--- src/rtl/nq_apb_pkg.sv ---
// Shared definitions for the nanoQuarter APB data-memory path (master, slave, bench).
package nq_apb_pkg;

  typedef enum logic [2:0] {
    ST_IDLE,
    ST_SETUP,
    ST_ACCESS,
    ST_WAIT,
    ST_RESP
  } apb_state_e;

  localparam logic [31:0] ERR_DATA      = 32'hFFFF_FFFF;
  localparam int          MEM_DEPTH_DEF = 256;
  localparam int          TIMEOUT_DEF   = 4;

  // Width of the WAIT counter; never zero so TIMEOUT = 0 still elaborates.
  function automatic int cnt_w(input int t);
    return (t < 1) ? 1 : $clog2(t + 1);
  endfunction

endpackage

--- src/rtl/apb_master_if.sv ---
// CPU request/response handshake plus the APB bus wires of the data-memory path.
interface apb_master_if;
  logic        req_valid;
  logic        req_ready;
  logic        req_write;
  logic [31:0] req_addr;
  logic [31:0] req_wdata;
  logic        rsp_valid;
  logic [31:0] rsp_rdata;
  logic        rsp_err;
  logic        psel;
  logic        penable;
  logic        pwrite;
  logic [31:0] paddr;
  logic [31:0] pwdata;
  logic [31:0] prdata;
  logic        pvalid;

  modport master (
    input  req_valid, req_write, req_addr, req_wdata, prdata, pvalid,
    output req_ready, rsp_valid, rsp_rdata, rsp_err,
           psel, penable, pwrite, paddr, pwdata
  );

  modport slave (
    output req_valid, req_write, req_addr, req_wdata, prdata, pvalid,
    input  req_ready, rsp_valid, rsp_rdata, rsp_err,
           psel, penable, pwrite, paddr, pwdata
  );
endinterface

--- src/rtl/apb_master.sv ---
// APB requester: one CPU request at a time turned into SETUP/ACCESS, with range check
// and a bounded wait for read data.
module apb_master
  import nq_apb_pkg::*;
#(
  parameter int MEM_DEPTH = MEM_DEPTH_DEF,
  parameter int TIMEOUT   = TIMEOUT_DEF
) (
  input  logic         clk,
  input  logic         rst,
  apb_master_if.master bus
);

  localparam int CW = cnt_w(TIMEOUT);

  apb_state_e  r_state, w_next;
  logic [CW-1:0] r_cnt, w_cnt_nxt;
  logic        r_req_ready, r_rsp_valid, r_rsp_err;
  logic        r_psel, r_penable, r_pwrite;
  logic [31:0] r_rsp_rdata, r_paddr, r_pwdata;
  logic        w_err_nxt, w_bus_ld, w_timeout;
  logic [31:0] w_rdata_nxt;

  // This WAIT cycle is the TIMEOUT-th one without pvalid.
  assign w_timeout = (32'(r_cnt) + 32'd1) >= 32'(TIMEOUT);

  always_comb begin
    w_next      = r_state;
    w_cnt_nxt   = r_cnt;
    w_err_nxt   = 1'b0;
    w_bus_ld    = 1'b0;
    w_rdata_nxt = r_rsp_rdata;
    case (r_state)
      ST_IDLE: begin
        if (bus.req_valid) begin
          if (bus.req_addr >= 32'(MEM_DEPTH)) begin
            w_next      = ST_RESP;
            w_err_nxt   = 1'b1;
            w_rdata_nxt = ERR_DATA;
          end else begin
            w_next   = ST_SETUP;
            w_bus_ld = 1'b1;
          end
        end
      end
      ST_SETUP:  w_next = ST_ACCESS;
      ST_ACCESS: begin
        if (r_pwrite) begin
          w_next = ST_RESP;
        end else begin
          w_next    = ST_WAIT;
          w_cnt_nxt = '0;
        end
      end
      ST_WAIT: begin
        if (bus.pvalid) begin
          w_next      = ST_RESP;
          w_rdata_nxt = bus.prdata;
        end else if (w_timeout) begin
          w_next      = ST_RESP;
          w_err_nxt   = 1'b1;
          w_rdata_nxt = ERR_DATA;
        end else begin
          w_cnt_nxt = r_cnt + CW'(1);
        end
      end
      ST_RESP: w_next = ST_IDLE;
      default: w_next = ST_IDLE;
    endcase
  end

  // Outputs are registered from the next state so they line up with the state they describe.
  always_ff @(posedge clk or posedge rst) begin
    if (rst) begin
      r_state     <= ST_IDLE;
      r_cnt       <= '0;
      r_req_ready <= 1'b1;
      r_rsp_valid <= 1'b0;
      r_rsp_err   <= 1'b0;
      r_rsp_rdata <= '0;
      r_psel      <= 1'b0;
      r_penable   <= 1'b0;
      r_pwrite    <= 1'b0;
      r_paddr     <= '0;
      r_pwdata    <= '0;
    end else begin
      r_state     <= w_next;
      r_cnt       <= w_cnt_nxt;
      r_req_ready <= (w_next == ST_IDLE);
      r_rsp_valid <= (w_next == ST_RESP);
      r_rsp_err   <= w_err_nxt;
      r_rsp_rdata <= w_rdata_nxt;
      r_psel      <= (w_next == ST_SETUP) || (w_next == ST_ACCESS);
      r_penable   <= (w_next == ST_ACCESS);
      if (w_bus_ld) begin
        r_pwrite <= bus.req_write;
        r_paddr  <= bus.req_addr;
        r_pwdata <= bus.req_wdata;
      end
    end
  end

  assign bus.req_ready = r_req_ready;
  assign bus.rsp_valid = r_rsp_valid;
  assign bus.rsp_err   = r_rsp_err;
  assign bus.rsp_rdata = r_rsp_rdata;
  assign bus.psel      = r_psel;
  assign bus.penable   = r_penable;
  assign bus.pwrite    = r_pwrite;
  assign bus.paddr     = r_paddr;
  assign bus.pwdata    = r_pwdata;

endmodule

--- src/flat_wrapper.sv ---
// flat-port wrapper written by rule: the top's interface ports become plain ports
module apb_master_flat import nq_apb_pkg::*;
#(
  parameter int MEM_DEPTH = MEM_DEPTH_DEF,
  parameter int TIMEOUT   = TIMEOUT_DEF
)
  (clk, rst, bus_req_valid, bus_req_write, bus_req_addr, bus_req_wdata, bus_prdata, bus_pvalid, bus_req_ready, bus_rsp_valid, bus_rsp_rdata, bus_rsp_err, bus_psel, bus_penable, bus_pwrite, bus_paddr, bus_pwdata);
  apb_master_if bus_i ();
  input  logic clk;
  input  logic rst;
  input wire logic [$bits(bus_i.req_valid)-1:0] bus_req_valid;
  input wire logic [$bits(bus_i.req_write)-1:0] bus_req_write;
  input wire logic [$bits(bus_i.req_addr)-1:0] bus_req_addr;
  input wire logic [$bits(bus_i.req_wdata)-1:0] bus_req_wdata;
  input wire logic [$bits(bus_i.prdata)-1:0] bus_prdata;
  input wire logic [$bits(bus_i.pvalid)-1:0] bus_pvalid;
  output wire logic [$bits(bus_i.req_ready)-1:0] bus_req_ready;
  output wire logic [$bits(bus_i.rsp_valid)-1:0] bus_rsp_valid;
  output wire logic [$bits(bus_i.rsp_rdata)-1:0] bus_rsp_rdata;
  output wire logic [$bits(bus_i.rsp_err)-1:0] bus_rsp_err;
  output wire logic [$bits(bus_i.psel)-1:0] bus_psel;
  output wire logic [$bits(bus_i.penable)-1:0] bus_penable;
  output wire logic [$bits(bus_i.pwrite)-1:0] bus_pwrite;
  output wire logic [$bits(bus_i.paddr)-1:0] bus_paddr;
  output wire logic [$bits(bus_i.pwdata)-1:0] bus_pwdata;
  assign bus_i.req_valid = bus_req_valid;
  assign bus_i.req_write = bus_req_write;
  assign bus_i.req_addr = bus_req_addr;
  assign bus_i.req_wdata = bus_req_wdata;
  assign bus_i.prdata = bus_prdata;
  assign bus_i.pvalid = bus_pvalid;
  assign bus_req_ready = bus_i.req_ready;
  assign bus_rsp_valid = bus_i.rsp_valid;
  assign bus_rsp_rdata = bus_i.rsp_rdata;
  assign bus_rsp_err = bus_i.rsp_err;
  assign bus_psel = bus_i.psel;
  assign bus_penable = bus_i.penable;
  assign bus_pwrite = bus_i.pwrite;
  assign bus_paddr = bus_i.paddr;
  assign bus_pwdata = bus_i.pwdata;
  apb_master #(.MEM_DEPTH(MEM_DEPTH), .TIMEOUT(TIMEOUT)) u_core (.clk(clk), .rst(rst), .bus(bus_i));
endmodule
--- config.mk ---
export PLATFORM = sky130hd
export DESIGN_NAME = apb_master_flat
export DESIGN_NICKNAME = d
export VERILOG_FILES = /design/src/rtl/nq_apb_pkg.sv /design/src/rtl/apb_master_if.sv /design/src/rtl/apb_master.sv /design/src/flat_wrapper.sv
export SDC_FILE = /design/constraint.sdc
export NUM_CORES = 1
export LEC_CHECK = 0
export ABC_AREA = 1
export CELL_PAD_IN_SITES_DETAIL_PLACEMENT = 1
export CELL_PAD_IN_SITES_GLOBAL_PLACEMENT = 1
export CORE_ASPECT_RATIO = 0.7
export CORE_MARGIN = 1.5
export CORE_UTILIZATION = 40
export DETAILED_ROUTE_END_ITERATION = 10
export DONT_BUFFER_PORTS = 1
export PLACE_DENSITY = 0.77
export SYNTH_ARGS = -nofsm -noshare
export SYNTH_HDL_FRONTEND = slang
export SYNTH_SLANG_ARGS = --single-unit
--- constraint.sdc ---
create_clock -name clk -period 2.95 [get_ports clk]
set_input_delay 0.1475 -clock clk [delete_from_list [all_inputs] [get_ports clk]]
set_output_delay 0.1475 -clock clk [all_outputs]
set_load 0.005 [all_outputs]
==> impl_metrics.toml <==
[cts]
cts-resized-gates = 0
clk_path_buf_depth = 2
clk_latency_ns = 0.34
root_buffer = "clkbuf_16"
postCtsSetupBuffers = 0
clock-sinks = 108
clk_pin_slew_ns = 0.07
ctsHtreeMaxLevel = 3
cts_made_buffers = 9
cts_tree = "yes"

[hold_path]
hold_depth = 3
hp-class = "in -> reg"

[floorplanning]
initial_core_util_pct = 42.02
io_pins = 203
core_area_um2 = 10590
chipWidth_um = 129.1
die_height_um = 91.24
rows = 31
die-area_um2 = 11780

[synthesis]
synth-async-reset-ratio_pct = 100.0
ys_warn_count = 0
synth_area_um2 = 4449
synthTopCellsByCount = "nand2_1, dfrtp_1, nand3_1"
yosysUniqueCellTypes = 25
avgSynthCellArea_um2 = 8.916
synth_flop_cell = "dfrtp_1"
yosysSeqAreaShare_pct = 60.77
synth_nets = 601
ys_seq_elements = 108
synth.most_common_cell = "nand2_1"
synthTopCellsByArea = "dfrtp_1, nand2_1, nand3_1, nor2_1, or2_1"
synthCells = 499
yosys.area.top_type = "dfrtp_1"
synth_edf_count = 0
synth_top_cell_area_share_pct = 60.18

[detailed_routing]
dr.pass1.iters = 4
wl_met3_um = 1013
viasPerCell = 4.868
topRoutingLayerUsed = "met4"
vias = 3354
drc_errors = 0
wl_met1_um = 4510
post_drt_wl_per_cell_um = 16.95
drtIter0Drc = 121
ant_nets = 0
met2_wirelength_um = 5983
drt-total-wl_um = 11680

[critical_path]
path_common_cell = "nand2_1"
critPathCapture = "u_core.bus.rsp_rdata[21]"
ff2ff_path_depth = 8
crit_buf_inv = 0
required_ns = 3.23
cp_top_family = "simple AND/OR/NAND/NOR gates"
r2r_start = "u_core.r_cnt[0]"
worst-setup-path-type = "reg -> reg"
slowest_delay_ns = 0.41
crit_chain = "ha_1 > nand2_1 > nand3_1 > nor2_2 > nand2_2 > nand2_4 > nand2_1 > nand2_1"
path_depth = 8
worstPathArrival_ns = 2.21
cp_slowest_cell = "dfrtp_1"
crit_fanout = 32
start_kind = "flip-flop"
endpoint_kind = "flip-flop"
reg2reg_slack_ns = 1.02
timing.rr.end = "u_core.bus.rsp_rdata[21]"
cp-startpoint = "u_core.r_cnt[0]"

[global_routing]
gr-total-overflow = 0
grt_pass1_vias = 3781
grt.total_usage_pct = 20.71
antenna_found_initial = 0
grt_start_max_net_pins = 109
grt_pass1_wl_um = 18690

[sta]
finalMaxSlewViolations = 0
fmax_ghz = 0.5186
finalSetupViolCount = 0
holdWs_ns = 0.03037
post-route-period-util_pct = 65.36
period_minus_slack_ns = 1.928
tns_ns = 0
max_slew.worst_pin.slew_ns = 0.6046
rsz0062_at_grt = "false"
fin_skew_ns = 0.006238
max-slew-margin-rel_pct = 59.69
finalHoldViolCount = 0

[placed_design]
place_hpwl_um = 7784
gp_congestion = 0.7384
io_buffers = 0

[layout]
diodes = 0
drive_above_1_share_pct = 8.872
nNetsFinal = 638
syn2layout_area_growth_pct = 18.17

[status]
status = "completed"

[power]
p_per_area_nw_per_um2 = 557.7
p_leak_nw = 2.748
peakVddDrop_mv = 0.3078

[run]
drv_cap = 0
[cell usage in the layout (no fill, tap or decap)]
master           n
ha_1             1
inv_2            4
or2_1           22
bufinv_16        1
nand2_2          5
inv_1           30
nor2_4           1
nand4_1          2
nand2_4          1
clkbuf_16        9
buf_12           1
nor3b_1          1
dfstp_2          1
nand3_1         38
nand2_1        204
clkinvlp_4       3
nor3_1           2
o21ai_0          1
dlygate4sd3_1   43
or2_2           10
a21oi_1          1
clkinv_2         1
o21ai_1          1
clkbuf_1         3
nand4_4          1
nor2_1          37
buf_4            5
dfrtp_1        107
nor2_2           5
[cell families (layout without fill, tap and decap cells)]
family                     count (synthesis)  after routing  synth area share, %
and+or+nand+nor                          329            329                32.17
adders and majority gates                  1              1               0.2812
DFF                                      108            108                60.77
buffers and inverters                     58            100                6.440
AOI/OAI and AO/OA                          3              3               0.3371
[power by group]
| part | total (mW) | leakage (nW) | internal (mW) | switching, mW |
|---|---|---|---|---|
| logic | 0.173 | 1.34 | 0.0741 | 0.0986 |
| clock network | 1.17 | 0.133 | 0.658 | 0.516 |
| registers | 1.59 | 1.28 | 1.54 | 0.0480 |
[state kept, by name, indices dropped and copies added (netlist names)]
name                  flops
u_core.bus.pwrite         1
u_core.bus.rsp_rdata     32
u_core.bus.rsp_valid      1
u_core.bus.penable        1
u_core.bus.paddr         32
u_core.bus.req_ready      1
u_core.bus.pwdata        32
u_core.r_state            3
u_core.bus.psel           1
u_core.r_cnt              3
u_core.bus.rsp_err        1
[worst min-delay path by stage]
| stage | start | to | slack, ns |
|---|---|---|---|
| 2_1_floorplan | bus_pvalid | u_core.bus.rsp_err | 0.26 |
| 3_3_place_gp | rst | u_core.bus.pwdata[1] | 0.23 |
| 3_5_place_dp | rst | u_core.bus.paddr[25] | 0.24 |
| 4_1_cts | bus_pvalid | u_core.r_cnt[1] | 0.02 |
| 5_1_grt | bus_prdata[0] | u_core.bus.rsp_rdata[0] | 0.04 |
| 6_report | bus_pvalid | u_core.r_cnt[1] | 0.03 |
[layout make-up]
type | instances | area [µm²]
clock buffer | 12 | 236.5
multi-input combinational | 333 | 1459
tap | 148 | 185.2
fill | 1218 | 5331
inverter | 35 | 135.1
clock inverter | 4 | 50.05
sequential | 108 | 2704
timing repair buffer | 49 | 488.0
[per-stage QoR]
step           cell area [µm²]  cells  utilization [%]  power, mW  worst slack [ns]
6_report                  5258    689            49.65      2.932             1.022
5_1_grt                   5258    689            49.65      3.056            0.8366
4_1_cts                   5258    689            49.65      2.973             1.007
3_5_place_dp              4541    630            42.88      1.745             1.021
3_3_place_gp              4541    630            42.88      1.732             1.131
2_1_floorplan             4453    499                -      1.703             1.502
[layer usage]
layer / track usage (%) / up-vias
met5: 0 / -
met4: 6.367 / 0
met3: 8.073 / 16
met2: 37.79 / 129
met1: 21.87 / 1632
li1: - / 1577
[what timing repair did]
action	in CTS	in global routing
setup endpoints to repair	0	0
hold buffers	43	0
hold endpoints to repair	149	0
[worst min-delay path, stage by stage]
cell and delay, ns:
inv_1 0.05, nand3_1 0.08, nand2_1 0.05
Power figures use the tool's default switching activity.
